$ cat src/rtl/matrix_display_scheduler.sv
// Column strobe sequencer for the 8x4 LED matrix. It also shares the single seven-segment path
// among four requesters: round-robin with a minimum hold, switching only at frame boundaries.
module matrix_display_scheduler #(
  parameter int unsigned STROBE_DIV   = 8192,
  parameter int unsigned BLANK_CYCLES = 4,
  parameter int unsigned HOLD_FRAMES  = 64
) (
  input  logic        clk,
  input  logic        rst_n,
  input  logic [3:0]  req,
  input  logic [31:0] seg_in,
  output logic [3:0]  grant,
  output logic [7:0]  seg_out,
  output logic [3:0]  col_strobe,
  output logic [1:0]  col_idx,
  output logic        blank,
  output logic        frame_start
);

  localparam int unsigned CntW  = (STROBE_DIV > 1) ? $clog2(STROBE_DIV) : 1;
  localparam int unsigned HoldW = $clog2(HOLD_FRAMES + 1);
  localparam logic [CntW-1:0]  CntMax   = CntW'(STROBE_DIV - 1);
  localparam logic [CntW-1:0]  BlankLim = CntW'(BLANK_CYCLES);
  localparam logic [HoldW-1:0] HoldMax  = HoldW'(HOLD_FRAMES - 1);

  logic [CntW-1:0]  cnt_q, cnt_d;
  logic [1:0]       col_idx_q, col_idx_d;
  logic             first_q;
  logic             frame_start_q;
  logic [3:0]       grant_q, grant_d;
  logic [7:0]       seg_out_q, seg_out_d;
  logic [HoldW-1:0] hold_cnt_q, hold_cnt_d;
  logic [1:0]       rr_ptr_q, rr_ptr_d;

  logic       cnt_wrap;
  logic       frame_end;
  logic       owner_valid;
  logic [1:0] owner_idx;
  logic       others_req;
  logic       keep_owner;
  logic       win_found;
  logic [1:0] win_idx;
  logic [1:0] cand;

  // Column sequencer
  always_comb begin
    cnt_wrap  = (cnt_q == CntMax);
    cnt_d     = cnt_wrap ? '0 : cnt_q + 1'b1;
    col_idx_d = cnt_wrap ? col_idx_q + 2'd1 : col_idx_q;
    frame_end = first_q | (cnt_wrap & (col_idx_q == 2'd3));
  end

  // Decode current owner and round-robin candidate
  always_comb begin
    owner_valid = 1'b1;
    owner_idx   = 2'd0;
    unique case (grant_q)
      4'b0001: owner_idx = 2'd0;
      4'b0010: owner_idx = 2'd1;
      4'b0100: owner_idx = 2'd2;
      4'b1000: owner_idx = 2'd3;
      default: owner_valid = 1'b0;
    endcase
    others_req = |(req & ~grant_q);
    keep_owner = owner_valid & req[owner_idx] & ((hold_cnt_q < HoldMax) | ~others_req);

    win_found = 1'b0;
    win_idx   = 2'd0;
    cand      = 2'd0;
    // Scan rr_ptr+1 .. rr_ptr+4; the last candidate wraps back to rr_ptr itself
    for (int i = 1; i <= 4; i++) begin
      cand = rr_ptr_q + 2'(i);
      if (!win_found && req[cand]) begin
        win_found = 1'b1;
        win_idx   = cand;
      end
    end
  end

  // Arbitration; all ownership state is frozen between frame boundaries
  always_comb begin
    grant_d    = grant_q;
    seg_out_d  = seg_out_q;
    hold_cnt_d = hold_cnt_q;
    rr_ptr_d   = rr_ptr_q;
    if (frame_end) begin
      if (keep_owner) begin
        seg_out_d  = seg_in[{owner_idx, 3'b000} +: 8];
        hold_cnt_d = (hold_cnt_q < HoldMax) ? hold_cnt_q + 1'b1 : hold_cnt_q;
      end else if (win_found) begin
        grant_d    = 4'b0001 << win_idx;
        seg_out_d  = seg_in[{win_idx, 3'b000} +: 8];
        rr_ptr_d   = win_idx;
        hold_cnt_d = '0;
      end else begin
        grant_d    = 4'b0000;
        seg_out_d  = 8'hFF;
        hold_cnt_d = '0;
      end
    end
  end

  always_ff @(posedge clk or negedge rst_n) begin
    if (!rst_n) begin
      cnt_q         <= '0;
      col_idx_q     <= 2'd0;
      first_q       <= 1'b1;
      frame_start_q <= 1'b0;
      grant_q       <= 4'b0000;
      seg_out_q     <= 8'hFF;
      hold_cnt_q    <= '0;
      rr_ptr_q      <= 2'd3;
    end else begin
      cnt_q         <= cnt_d;
      col_idx_q     <= col_idx_d;
      first_q       <= 1'b0;
      frame_start_q <= frame_end;
      grant_q       <= grant_d;
      seg_out_q     <= seg_out_d;
      hold_cnt_q    <= hold_cnt_d;
      rr_ptr_q      <= rr_ptr_d;
    end
  end

  always_comb begin
    blank       = (cnt_q < BlankLim);
    col_strobe  = blank ? 4'b0000 : (4'b0001 << col_idx_q);
    col_idx     = col_idx_q;
    grant       = grant_q;
    seg_out     = seg_out_q;
    frame_start = frame_start_q;
  end

endmodule

$ cat config.mk
export PLATFORM = sky130hd
export DESIGN_NAME = matrix_display_scheduler
export DESIGN_NICKNAME = d
export VERILOG_FILES = /design/src/rtl/matrix_display_scheduler.sv
export SDC_FILE = /design/constraint.sdc
export NUM_CORES = 1
export LEC_CHECK = 0
export CAP_MARGIN = 5
export CORE_MARGIN = 2
export CORE_UTILIZATION = 55
export CTS_BUF_LIST = sky130_fd_sc_hd__clkbuf_8
export DETAILED_ROUTE_END_ITERATION = 7
export PLACE_DENSITY_LB_ADDON = 0.3
export REMOVE_ABC_BUFFERS = 1
export SYNTH_ARGS = -nofsm -noshare
export SYNTH_HDL_FRONTEND = slang
export SYNTH_SLANG_ARGS = --single-unit
$ cat constraint.sdc
create_clock -name clk -period 3.7 [get_ports clk]
set_clock_uncertainty 0.05 [all_clocks]
set_input_delay 0.555 -clock clk [delete_from_list [all_inputs] [get_ports clk]]
set_output_delay 0.555 -clock clk [all_outputs]
set_load 0.005 [all_outputs]
==> summary.md, run 1 <==
| Metric | Value |
|---|---|
| Outcome | `complete, no violations` |
| Required time of the critical path | `a little under 4 ns` |
| Initial DRC Count | `104` |
| Crit-path cells | `clkdlybuf4s50_1, nand2b_1, o21ai_0, a211oi_4, buf_4, a21oi_1, a22o_1, a21oi_1` |
| Row count | `24` |
| Initial antenna violation count | `0` |
| Fin util | `0.734` |
| Critical Path End Type | `register` |
| Die X | `a little over 70 um` |
| Setup_tns | `0 ns` |
| CTS tree | `built` |
| I/O pin cnt | `58` |
| CTS Root Cell | `clkbuf_8` |
| Hold_ws | `a little over 0.3 ns` |
| DP HPWL | `between 4000 and 5000 um` |
| Top FF cell, synth | `dfrtp_1` |
| Cells after DPL | `roughly 340` |
| Pins Over Slew Limit | `0` |
| Reg clk slew, reported paths | `about 0.080 ns` |
| Syn avg cell area | `~10 um2` |
| Area Overhead vs Synth | `28.7%` |
| N_diodes | `0` |
| Antenna-violating nets left | `0` |
| Achievable Freq | `0.371 GHz` |
| Vias in the first global route | `between 1.5k and 2k` |
| Clk buf depth | `2` |
| Final wirelength | `approximately 5500 um` |
| GP Congestion | `about 0.82` |
| Synth area leaders | `dfrtp_1 (27%), dfstp_2 (12%), mux4_2 (6.4%)` |
| Slowest stage delay, CP | `between 0.7 and 0.8 ns` |
| Max Fanout on Critical Path | `17` |
| Top Family by Delay on Critical Path | `compound AO/OA/AOI/OAI gates` |
| Final setup fails | `0` |
| Largest net degree at the start of global routing | `39` |
| RSZ-0062 raised after global routing | `no` |
| Commonest cells in the synthesized netlist | `dfrtp_1 (27), a21oi_1 (18), nand2b_1 (14)` |
| Worst path slowest cell | `a211oi_4` |
| Power per cell area | `between 600 and 700 mW/mm2` |
| Post-synthesis cell type count | `50` |
| Gr ovfl total | `0` |
| WL/cell | `~16 um` |
| Maxcap violations | `0` |
| Fin crit share | `0.729` |
| Top-area cell type share of the netlist area | `0.274` |
| Post-CTS resize count | `0` |
| Post-synth ARST share | `1.00` |
| Max-slew headroom | `0.409` |
| Chip height | `71.0 um` |
| Final hold vios | `0` |
| Hold-fix buffers at CTS | `0` |
| Port Buffer Count | `57` |
| Via count | `around 2.0k` |
| HP Class | `input pin to async pin` |
| Clock buffer count from CTS | `5` |
| CP Launch Type | `input pin` |
| EDFF count, synth | `0` |
| GRT Util Overall | `0.231` |
| Setup slack after placement | `0.708 ns` |
| Final WS setup | `roughly 1.0 ns` |
| Layout Cells excl Fill | `344` |
| CP Class | `input pin to register` |
| Leakage | `between 0.001 and 0.0015 uW` |
| Sequential cell area fraction in the yosys report | `0.391` |
| Max VDD drop | `around 0.38 mV` |
| Die area | `slightly above 0.005 mm2` |
| Worst skew pair latency | `0.29 ns` |
| Measured slew at the worst slew-check pin | `0.878 ns` |
| CP bufs+invs | `2` |
| Pre-antenna DRT Iters | `4` |
| Share of cells above drive strength 1 | `0.151` |
| Clk sinks | `38` |
| CP dominant cell by count | `a21oi_1` |
| Core area | `around 0.0043 mm2` |
| Largest area contributor in the netlist | `dfrtp_1` |
| CTS HTree Levels | `2` |
| Global-route wire length before repair | `9360 um` |
| Nets | `between 300 and 400` |
| Drt drc | `0` |
| Tmin final | `between 2 and 3 ns` |
| Post-CTS setup buffers | `0` |
| DR vias/cell | `between 5 and 6` |
| Most common cell in the netlist | `dfrtp_1` |
| Warnings from Yosys | `0` |
| Post-synthesis instance total | `between 200 and 250` |
| Initial Util | `0.571` |
| Fill cell count | `roughly 310` |
| Seq cells post-synth | `38` |
| Crit path DAT | `between 2 and 3 ns` |
| Mapped cell area | `between 0.002 and 0.0025 mm2` |
[layout by cell type (no fill, tap or decap), types with 3 or more instances in the layout]
master / count
a211oi_1: 3
a21oi_1: 18
a22o_1: 8
and2_1: 5
clkbuf_8: 6
clkdlybuf4s50_1: 56
dfrtp_1: 27
dfstp_2: 11
ha_1: 6
inv_1: 6
mux2i_1: 12
mux4_2: 7
nand2_1: 13
nand2b_1: 14
nand3_1: 7
nand3b_1: 4
nand4_1: 3
nor2_1: 10
nor3_1: 4
nor4_1: 4
o21a_1: 3
o21ai_0: 7
o22ai_1: 8
o31ai_1: 4
xnor2_1: 6
xor2_1: 7
[per-stage QoR]
step | area (um2) | power [uW]
2_1_floorplan | 2390 | 1190
3_3_place_gp | 3030 | 1490
3_5_place_dp | 3030 | 1510
4_1_cts | 3180 | 1950
5_1_grt | 3180 | 2050
6_report | 3180 | 1940
[layer usage]
layer,routed length (um),vias to the layer above,GRT usage,part of all wire
met5,0,-,0,0
met4,74,0,0.0776,0.013
met3,231,8,0.0385,0.042
met2,2680,61,0.370,0.48
met1,2560,979,0.322,0.46
li1,-,985,-,-
[cell families (layout without fill, tap and decap cells)]
kind of cell	after synthesis	in the layout	share of synthesized area
AO/OA/AOI/OAI	63	63	0.189
XOR/XNOR	13	13	0.0461
adder cells (fa/ha/maj)	6	6	0.0304
buffers and inverters	18	74	0.0451
flip-flops	38	38	0.391
multiplexers	22	22	0.126
other	1	1	0.00152
AND/OR/NAND/NOR	75	75	0.171
[sequential cells by signal, summed over array words and instances, names as in the netlist]
| name | cells |
|---|---|
| cnt_q | 13 |
| seg_out | 8 |
| hold_cnt_q | 7 |
| grant | 4 |
| col_idx | 2 |
| rr_ptr_q | 2 |
| first_q | 1 |
| frame_start | 1 |
[final cells by class]
type | count | area (um2) | share of cell area
clock inverter | 2 | 60.1 | 0.0189
clock buffer | 6 | 82.6 | 0.0260
tap | 52 | 65.1 | 0.0205
inverter | 7 | 31.3 | 0.00985
sequential | 38 | 965 | 0.304
multi-input combinational | 180 | 1390 | 0.438
timing repair buffer | 59 | 581 | 0.183
[final timing paths]
check                      depth (start not counted)             to  slack [ns]        start
max                                                8     seg_out[5]        1.00       req[3]
min                                                1  hold_cnt_q[0]        0.31        rst_n
max reg2reg                                        9    rr_ptr_q[1]        1.03     cnt_q[0]
min reg2reg                                        2    rr_ptr_q[0]        0.43  rr_ptr_q[0]
max in group asynchronous                          1       cnt_q[5]        2.77        rst_n
min in group clk                                   2    rr_ptr_q[0]        0.43  rr_ptr_q[0]
[where the power goes]
group | switching [uW] | internal, uW | leakage (uW)
logic | 389 | 485 | 0.000784
clock network | 156 | 288 | 0.0000714
registers | 94.0 | 533 | 0.000472
total | 639 | 1310 | 0.00133
(Power assumes the default switching activity.)
==> run 2: changes to the inputs <==
Settings changed: CORE_UTILIZATION 55 to 52.
Clock period 3.7 ns to 2.7 ns, I/O delays scaled along.
==> run 2 against run 1 <==
Effect of this change:
- register-to-register slack lost 0.80 ns
- flip-flop and latch count did not move
- global-route usage about the same
- clock-buffer cell count shrank 1
- cell count rose by 2.0%
- non-clock buffer count is 5 higher
- setup slack got worse by 0.77 ns
- via count grew 2.3%
- critical path depth rose by 1
- critical path type is now register to register
- largest power group unchanged
==> summary.md, run 2 (synthesis gave the netlist of run 1 again) <==
| Metric | Value |
|---|---|
| Most frequent cells in the layout | `clkdlybuf4s50_1 (56), dfrtp_1 (27), a21oi_1 (18), nand2b_1 (14), nand2_1 (13)` |
| Reg clk slew, reported paths | `roughly 0.08 ns` |
| Crit path DAT | `between 2 and 3 ns` |
| Area Overhead vs Synth | `30.1%` |
| Initial Util | `0.529` |
| Final WS setup | `0.228 ns` |
| DR top layer | `met4` |
| Vias in the first global route | `2056` |
| Die area | `about 0.0053 mm2` |
| Nets | `340` |
| CP Launch Type | `register` |
| I/O pin cnt | `a little under 60` |
| Port Buffer Count | `57` |
| Max Fanout on Critical Path | `12` |
| GP Congestion | `0.809` |
| Met2 WL | `approximately 3000 um` |
| Total Power | `between 2000 and 3000 uW` |
| Worst path slowest cell | `dfrtp_1` |
| Largest net degree at the start of global routing | `39` |
| Die X | `roughly 73 um` |
| Final wirelength | `5850 um` |
| Critical Path End Type | `register` |
| RSZ-0062 raised after global routing | `no` |
| Initial antenna violation count | `0` |
| Leakage | `~0.0013 uW` |
| Achievable Freq | `~0.40 GHz` |
| Detailed route wirelength on metal3 | `roughly 220 um` |
| Slowest stage delay, CP | `0.39 ns` |
| Top Family by Delay on Critical Path | `simple AND/OR/NAND/NOR gates` |
| Worst skew pair latency | `0.29 ns` |
| Fin crit share | `0.916` |
| Setup slack after placement | `roughly 0.083 ns` |
| Register area | `965 um2` |
| Measured slew at the worst slew-check pin | `0.842 ns` |
| CP bufs+invs | `1` |
| WL/cell | `about 17 um` |
| CTS Root Cell | `clkbuf_8` |
| DR vias/cell | `approximately 5.9` |
| DP HPWL | `~4400 um` |
| Fin util | `0.689` |
| Antenna-violating nets left | `0` |
| Hold-fix buffers at CTS | `0` |
| N_diodes | `0` |
| Core area | `approximately 0.0047 mm2` |
| Final setup fails | `0` |
| GRT Util Overall | `0.232` |
| Instance count on the critical path | `9` |
| Tmin final | `~2.5 ns` |
| Post-CTS setup buffers | `0` |
| Area occupied by multi-input gates | `0.00139 mm2` |
| Clk buf depth | `2` |
| Pre-antenna DRT Iters | `6` |
| Drt drc | `0` |
| Clk sinks | `38` |
| Routed length on met1 | `2580 um` |
| Hold_ws | `between 0.15 and 0.2 ns` |
| Clock buffer count from CTS | `5` |
| Setup_tns | `0 ns` |
| Max VDD drop | `roughly 0.64 mV` |
| Post-CTS resize count | `0` |
| Required time of the critical path | `2.88 ns` |
| Via count | `just over 2k` |
| Pins Over Slew Limit | `0` |
| Gr ovfl total | `0` |
| CTS HTree Levels | `2` |
| R2R depth | `9` |
| Max-slew headroom | `0.439` |
| Commonest non-fill, non-tap cell in the layout | `clkdlybuf4s50_1` |
| Largest register FFs | `13` |
| Chip height | `approximately 73 um` |
| Crit-path cells | `ha_1, nand3_1, nor4_2, and2_2, a21oi_4, clkinv_4, nand2_4, nor2_4, mux2_1` |
| Share of cells above drive strength 1 | `0.165` |
| Maxcap violations | `0` |
| Initial DRC Count | `about 100` |
| HP Class | `input pin to async pin` |
| Fill cell count | `344` |
| CTS tree | `built` |
| Row count | `25` |
| Outcome | `complete, no violations` |
| CP Class | `register to register` |
| Power per cell area | `between 800 and 900 mW/mm2` |
| Final hold vios | `0` |
| Global-route wire length before repair | `9650 um` |
| Largest Register | `cnt_q` |
[run 2: final timing paths]
| path | endpoint | slack, ns | from |
|---|---|---|---|
| hold reg to reg | cnt_q[0] | 0.43 | cnt_q[0] |
| setup / recovery | rr_ptr_q[1] | 0.23 | cnt_q[0] |
| max in group asynchronous | cnt_q[2] | 1.91 | rst_n |
| setup reg to reg | rr_ptr_q[1] | 0.23 | cnt_q[0] |
| min in group clk | cnt_q[0] | 0.43 | cnt_q[0] |
| hold / removal | hold_cnt_q[6] | 0.16 | rst_n |
[run 2: area by class of cell]
cell class / count / area share
clock buffers: 5 / 0.0214
inverters: 7 / 0.00974
flip-flops and latches: 38 / 0.300
clock inverters: 3 / 0.0214
well taps: 54 / 0.0210
multi-input cells: 180 / 0.433
repair buffers: 64 / 0.193
[run 2: worst reg2reg max path: stages, from the launching register on]
cell      delay [ns]
dfrtp_1         0.39
ha_1            0.22
nand3_1         0.15
nor4_2          0.36
and2_2          0.25
a21oi_4         0.11
clkinv_4        0.13
nand2_4         0.13
nor2_4          0.27
mux2_1          0.35
[run 2: stage by stage]
| stage | cells | instance area, um2 |
|---|---|---|
| floorplan | 225 | 2390 |
| global placement | 343 | 3070 |
| CTS | 351 | 3210 |
| finish | 351 | 3210 |
| global route | 351 | 3210 |
| detailed placement | 343 | 3070 |
[run 2: routing by layer]
metal | track usage | vias to the layer above
met3 | 0.0331 | 7
met2 | 0.408 | 56
met5 | 0 | -
met4 | 0.0597 | 0
met1 | 0.299 | 1020
li1 | - | 996
[run 2: power breakdown]
part	internal, uW	switching, uW
combinational	689	553
sequential	730	132
clock	370	217
total	1790	902
==> run 3: changes to the inputs <==
Settings changed: CORE_ASPECT_RATIO set to 1.25, CTS_CLUSTER_DIAMETER set to 150.
==> run 3 against run 2 <==
Effect of this change:
- design area decreased by 1.1%
- sequential share of layout area increased by 0.33 points
- total power decreased by 8.4%
- flip-flop and latch count unchanged
- critical path type unchanged
- critical endpoint is now seg_out[2]
- largest power group unchanged
==> summary.md, run 3 (synthesis gave the netlist of run 1 again) <==
| Metric | Value |
|---|---|
| Leakage | `roughly 0.0013 uW` |
| Initial Util | `0.530` |
| Outcome | `complete, no violations` |
| Initial DRC Count | `75` |
| Via count | `just over 2k` |
| Gr ovfl total | `0` |
| Clk buf depth | `2` |
| Pins Over Slew Limit | `0` |
| Area occupied by multi-input gates | `between 0.001 and 0.0015 mm2` |
| Most frequent cells in the layout | `clkdlybuf4s50_1 (56), dfrtp_1 (27), a21oi_1 (18), nand2b_1 (14), nand2_1 (13)` |
| Fin crit share | `0.901` |
| Commonest non-fill, non-tap cell in the layout | `clkdlybuf4s50_1` |
| Setup_tns | `0 ns` |
| Cells after DPL | `349` |
| Measured slew at the worst slew-check pin | `between 0.8 and 0.9 ns` |
| DR vias/cell | `roughly 5.7` |
| Fin area | `approximately 0.0032 mm2` |
| CTS HTree Levels | `2` |
| Required time of the critical path | `2.87 ns` |
| Drt drc | `0` |
| Final setup fails | `0` |
| Die area | `about 0.0053 mm2` |
| Area Overhead vs Synth | `28.7%` |
| N_diodes | `0` |
| GP Congestion | `0.774` |
| Die X | `roughly 66 um` |
| Post-CTS resize count | `0` |
| Max VDD drop | `roughly 0.78 mV` |
| Power per cell area | `between 700 and 800 mW/mm2` |
| Reg clk slew, reported paths | `0.07 ns` |
| Placed cell area | `0.00309 mm2` |
| Clk sinks | `38` |
| CP Class | `register to register` |
| CTS Root Cell | `clkbuf_8` |
| Register area | `965 um2` |
| Core area | `approximately 0.0047 mm2` |
| Port Buffer Count | `57` |
| Max Fanout on Critical Path | `12` |
| Max-slew headroom | `0.437` |
| Largest Register | `cnt_q` |
| RSZ-0062 raised after global routing | `no` |
| Global-route wire length before repair | `8820 um` |
| DP HPWL | `between 4000 and 5000 um` |
| Tmin final | `about 2.4 ns` |
| Pre-antenna DRT Iters | `4` |
| Maxcap violations | `0` |
| Row count | `28` |
| Share of cells above drive strength 1 | `0.162` |
| Largest register FFs | `13` |
| Total Power | `~2500 uW` |
| Chip height | `about 81 um` |
| Crit path DAT | `2.61 ns` |
| Vias in the first global route | `between 2k and 2.5k` |
| HP Class | `input pin to async pin` |
| Achievable Freq | `0.411 GHz` |
| Largest net degree at the start of global routing | `39` |
| Worst skew pair latency | `approximately 0.29 ns` |
| Critical Path End Type | `register` |
| Hold-fix buffers at CTS | `0` |
| Final hold vios | `0` |
| Antenna-violating nets left | `0` |
| Fill cell count | `approximately 380` |
| Nets | `340` |
| CP Launch Type | `register` |
| Clock buffer count from CTS | `5` |
| Final wirelength | `about 5300 um` |
| CTS tree | `built` |
| Initial antenna violation count | `0` |
| I/O pin cnt | `58` |
| WL/cell | `~15 um` |
| GRT Util Overall | `0.213` |
| Layout Cells excl Fill | `between 300 and 400` |
| Post-CTS setup buffers | `0` |
==> run 3: cell types whose count changed in the layout (fill, tap and decap cells not counted), sizes merged <==
cell,previous run,this run
bufinv,2,0
clkinv,2,3
inv,6,7
==> run 3: routing by layer <==
layer,share of wire,global-route usage,wire length [um],vias up
met1,0.41,0.245,2140,1007
met4,0.010,0.0438,55,0
met3,0.036,0.0416,190,5
met2,0.55,0.406,2870,47
met5,0,0,0,-
li1,-,-,-,993
==> run 3: power by group <==
part / internal, uW / switching, uW / total (uW) / leakage (uW)
clock: 175 / 197 / 372 / 0.0000491
sequential: 730 / 124 / 854 / 0.000472
combinational: 706 / 534 / 1240 / 0.000813
total: 1610 / 855 / 2470 / 0.00133
==> run 3: path summary, 6_finish.rpt <==
kind                                   from            end  slack [ns]  cells after the start
worst max register to register     cnt_q[0]     seg_out[2]        0.27                      9
max in group asynchronous             rst_n       grant[1]        1.90                      1
worst max-delay path               cnt_q[0]     seg_out[2]        0.27                      9
worst min-delay path                  rst_n  hold_cnt_q[6]        0.16                      1
min in group clk                rr_ptr_q[0]    rr_ptr_q[0]        0.43                      2
worst min register to register  rr_ptr_q[0]    rr_ptr_q[0]        0.43                      2
==> run 3: through the flow <==
step / hold WS [ns] / worst slack (ns) / utilization
final: 0.160 / 0.267 / 0.682
after global routing: 0.224 / 0.113 / 0.682
after CTS: 0.200 / 0.261 / 0.682
after detailed placement: 0.425 / 0.200 / 0.664
after global placement: 0.413 / 0.275 / 0.664
after floorplan: 0.0594 / 0.421 / -
==> run 3: layout make-up <==
class | instances | area share
clock inverters | 3 | 0.00433
well taps | 60 | 0.0236
multi-input cells | 180 | 0.438
flip-flops and latches | 38 | 0.304
repair buffers | 64 | 0.199
clock buffers | 5 | 0.0217
inverters | 7 | 0.00985
==> run 3: worst max-delay path, stage by stage, from the launching register on <==
cell,delay (ns)
dfrtp_1,0.42
ha_1,0.25
nand3_1,0.14
nor4_2,0.07
and2_2,0.22
a21oi_4,0.30
clkinv_4,0.18
nand2b_1,0.42
o22ai_1,0.17
a21oi_1,0.14
==> variant, RTL diff (config.mk and constraints of run 2) <==
Put a register stage on the output `seg_out`, with the module's reset. The value now appears one clock later. The other outputs are not delayed to match.
--- a/src/rtl/matrix_display_scheduler.sv
+++ b/src/rtl/matrix_display_scheduler.sv
@@ -23,4 +23,6 @@
   localparam logic [CntW-1:0]  BlankLim = CntW'(BLANK_CYCLES);
   localparam logic [HoldW-1:0] HoldMax  = HoldW'(HOLD_FRAMES - 1);
+
+  logic [7:0] seg_d;
 
   logic [CntW-1:0]  cnt_q, cnt_d;
@@ -128,6 +130,14 @@
     col_idx     = col_idx_q;
     grant       = grant_q;
-    seg_out     = seg_out_q;
+    seg_d       = seg_out_q;
     frame_start = frame_start_q;
+  end
+
+  always_ff @(posedge clk or negedge rst_n) begin
+    if (!rst_n) begin
+      seg_out <= '0;
+    end else begin
+      seg_out <= seg_d;
+    end
   end
 
Function: changed (Yosys sat finds a counterexample within 4 cycles, from zero or initial values and one cycle with rst_n low).
==> variant against run 2 <==
- setup slack improved by 0.11 ns
- power grew 3.6%
- via count rose by 20%
- routed wire length rose by 21%
- largest cell class unchanged
- sequential cell count rose by 8
- critical path depth is 5 lower
- cell area grew 12%
- synthesized area increased by 14%
==> variant: results (changes against run 2) <==
[critical_path]
crit_path_max_fanout=6  ; -6
rr_worst_depth=6  ; -3
worst_path_largest_cell_delay_ns=0.46  ; +0.07 ns
slowest_stage=dfrtp_1
r2r_slack_ns=0.38  ; +0.15 ns
crit_arrival_ns=1.91  ; -0.74 ns

[grt]
grt_max_degree=28  ; -28%
grt_pass1_wl_mm=11.6  ; +20%
grt_antenna_before_repair=0  ; unchanged
grt-ovfl-total=0  ; unchanged
grtUsageTotal_pct=24.3  ; +1.2 points
grt_pass1_vias=2409  ; +17%

[synthesis]
synth_warnings=0  ; unchanged
ys_types=60  ; +20%
ys_seq_area_share_pct=41.3  ; +2.2 points
synth_common_cells=dfrtp_1, nand2_1, inv_1, nor2_1, o22ai_1
ys_async_sr_fraction_pct=100  ; unchanged
ys_top_cells_by_area=dfrtp_1, dfstp_2, nand2_1
syn_inst=290  ; +23%

[clock_tree]
insertion_delay_ns=0.31  ; +0.02 ns
numCtsBuffers=5  ; unchanged
cts_resized=0  ; unchanged
clockBufferDepth=2  ; unchanged
htree_levels=2  ; unchanged
root_buffer=clkbuf_8
cts.reportedPaths.clkPinSlew_ns=0.10  ; +0.02 ns

[outcome]
outcome=complete, no violations

[sta]
whs_ns=0.348  ; +0.186 ns
slew_headroom_pct=44.2  ; +0.32 points
period_share_pct=87.4  ; -4.2 points

[place]
dp_hpwl_mm=5.17  ; +18%
placed_area_sq_mm=0.00349  ; +14%
dpl_worst_slack_ns=0.208  ; +0.125 ns
dpl.cell_count=416  ; +21%
place_congestion=0.896  ; +11%

[layout]
nets=398  ; +17%
largest_reg_flops=13  ; unchanged
n_antenna_cell=0  ; unchanged
drive_gt1_share_pct=16.3  ; -0.16 points

[hold_path]
holdPathStages=0
worstHoldPathType=flop to flop

[power_and_ir_drop]
ir_drop_v=0.000588  ; -7.9%
p_leak_nw=1.49  ; +10%

[route]
finalWirelength_mm=7.08  ; +21%
wl_per_cell_um=16.7  ; about the same
drtIter0Drc=190  ; +86%
vias=2489  ; +20%
dr.pass1.iters=4  ; -2

variant: area by class of cell:
cell class | count | area, sq um
clock buffers | 5 | 68.8
well taps | 70 | 87.6
fillers | 421 | 1580
flip-flops and latches | 46 | 1160
inverters | 25 | 93.8
multi-input cells | 208 | 1510
clock inverters | 3 | 23.8
repair buffers | 68 | 651
variant: power by group:
| group | total (mW) | internal [mW] | switching [mW] |
|---|---|---|---|
| Clock | 0.439 | 0.185 | 0.254 |
| Combinational | 1.24 | 0.622 | 0.621 |
| Sequential | 1.11 | 0.914 | 0.193 |
| Total | 2.79 | 1.72 | 1.07 |
variant: per-layer routing:
layer  wire, um  global-route usage (%)  vias up
met4         76                    7.86        0
met1       2990                    31.1     1183
met2       3540                    41.6      102
met5          0                       0        -
li1           -                       -     1193
met3        474                    4.42       11
variant: worst max-delay path: cells and delay by family (launching register included):
kind	cells	cell delay [ns]
AND/OR/NAND/NOR	3	0.70
buffers and inverters	1	0.45
flip-flops	1	0.46
variant: repair_timing:
action,4_1_cts,5_1_grt
endpoints found under the setup margin,0,0
hold buffers,1,0
hold endpoints to repair,8,0
setup buffers,0,0
variant: cells by family after synthesis:
family | share of synthesized area [%]
AO/OA/AOI/OAI | 21.4
XOR/XNOR | 4.35
adder cells (fa/ha/maj) | 2.66
buffers and inverters | 5.24
flip-flops | 41.3
multiplexers | 4.88
other | 0.133
AND/OR/NAND/NOR | 20.0
variant: path summary, 6_finish.rpt:
| kind | end | startpoint |
|---|---|---|
| setup / recovery | col_strobe[1] | cnt_q[8] |
| hold / removal | seg_out[7] | seg_d[7] |
| setup reg to reg | rr_ptr_q[1] | cnt_q[0] |
| hold reg to reg | seg_out[7] | seg_d[7] |
| max in group asynchronous | seg_d[7] | rst_n |
| min in group asynchronous | hold_cnt_q[6] | rst_n |
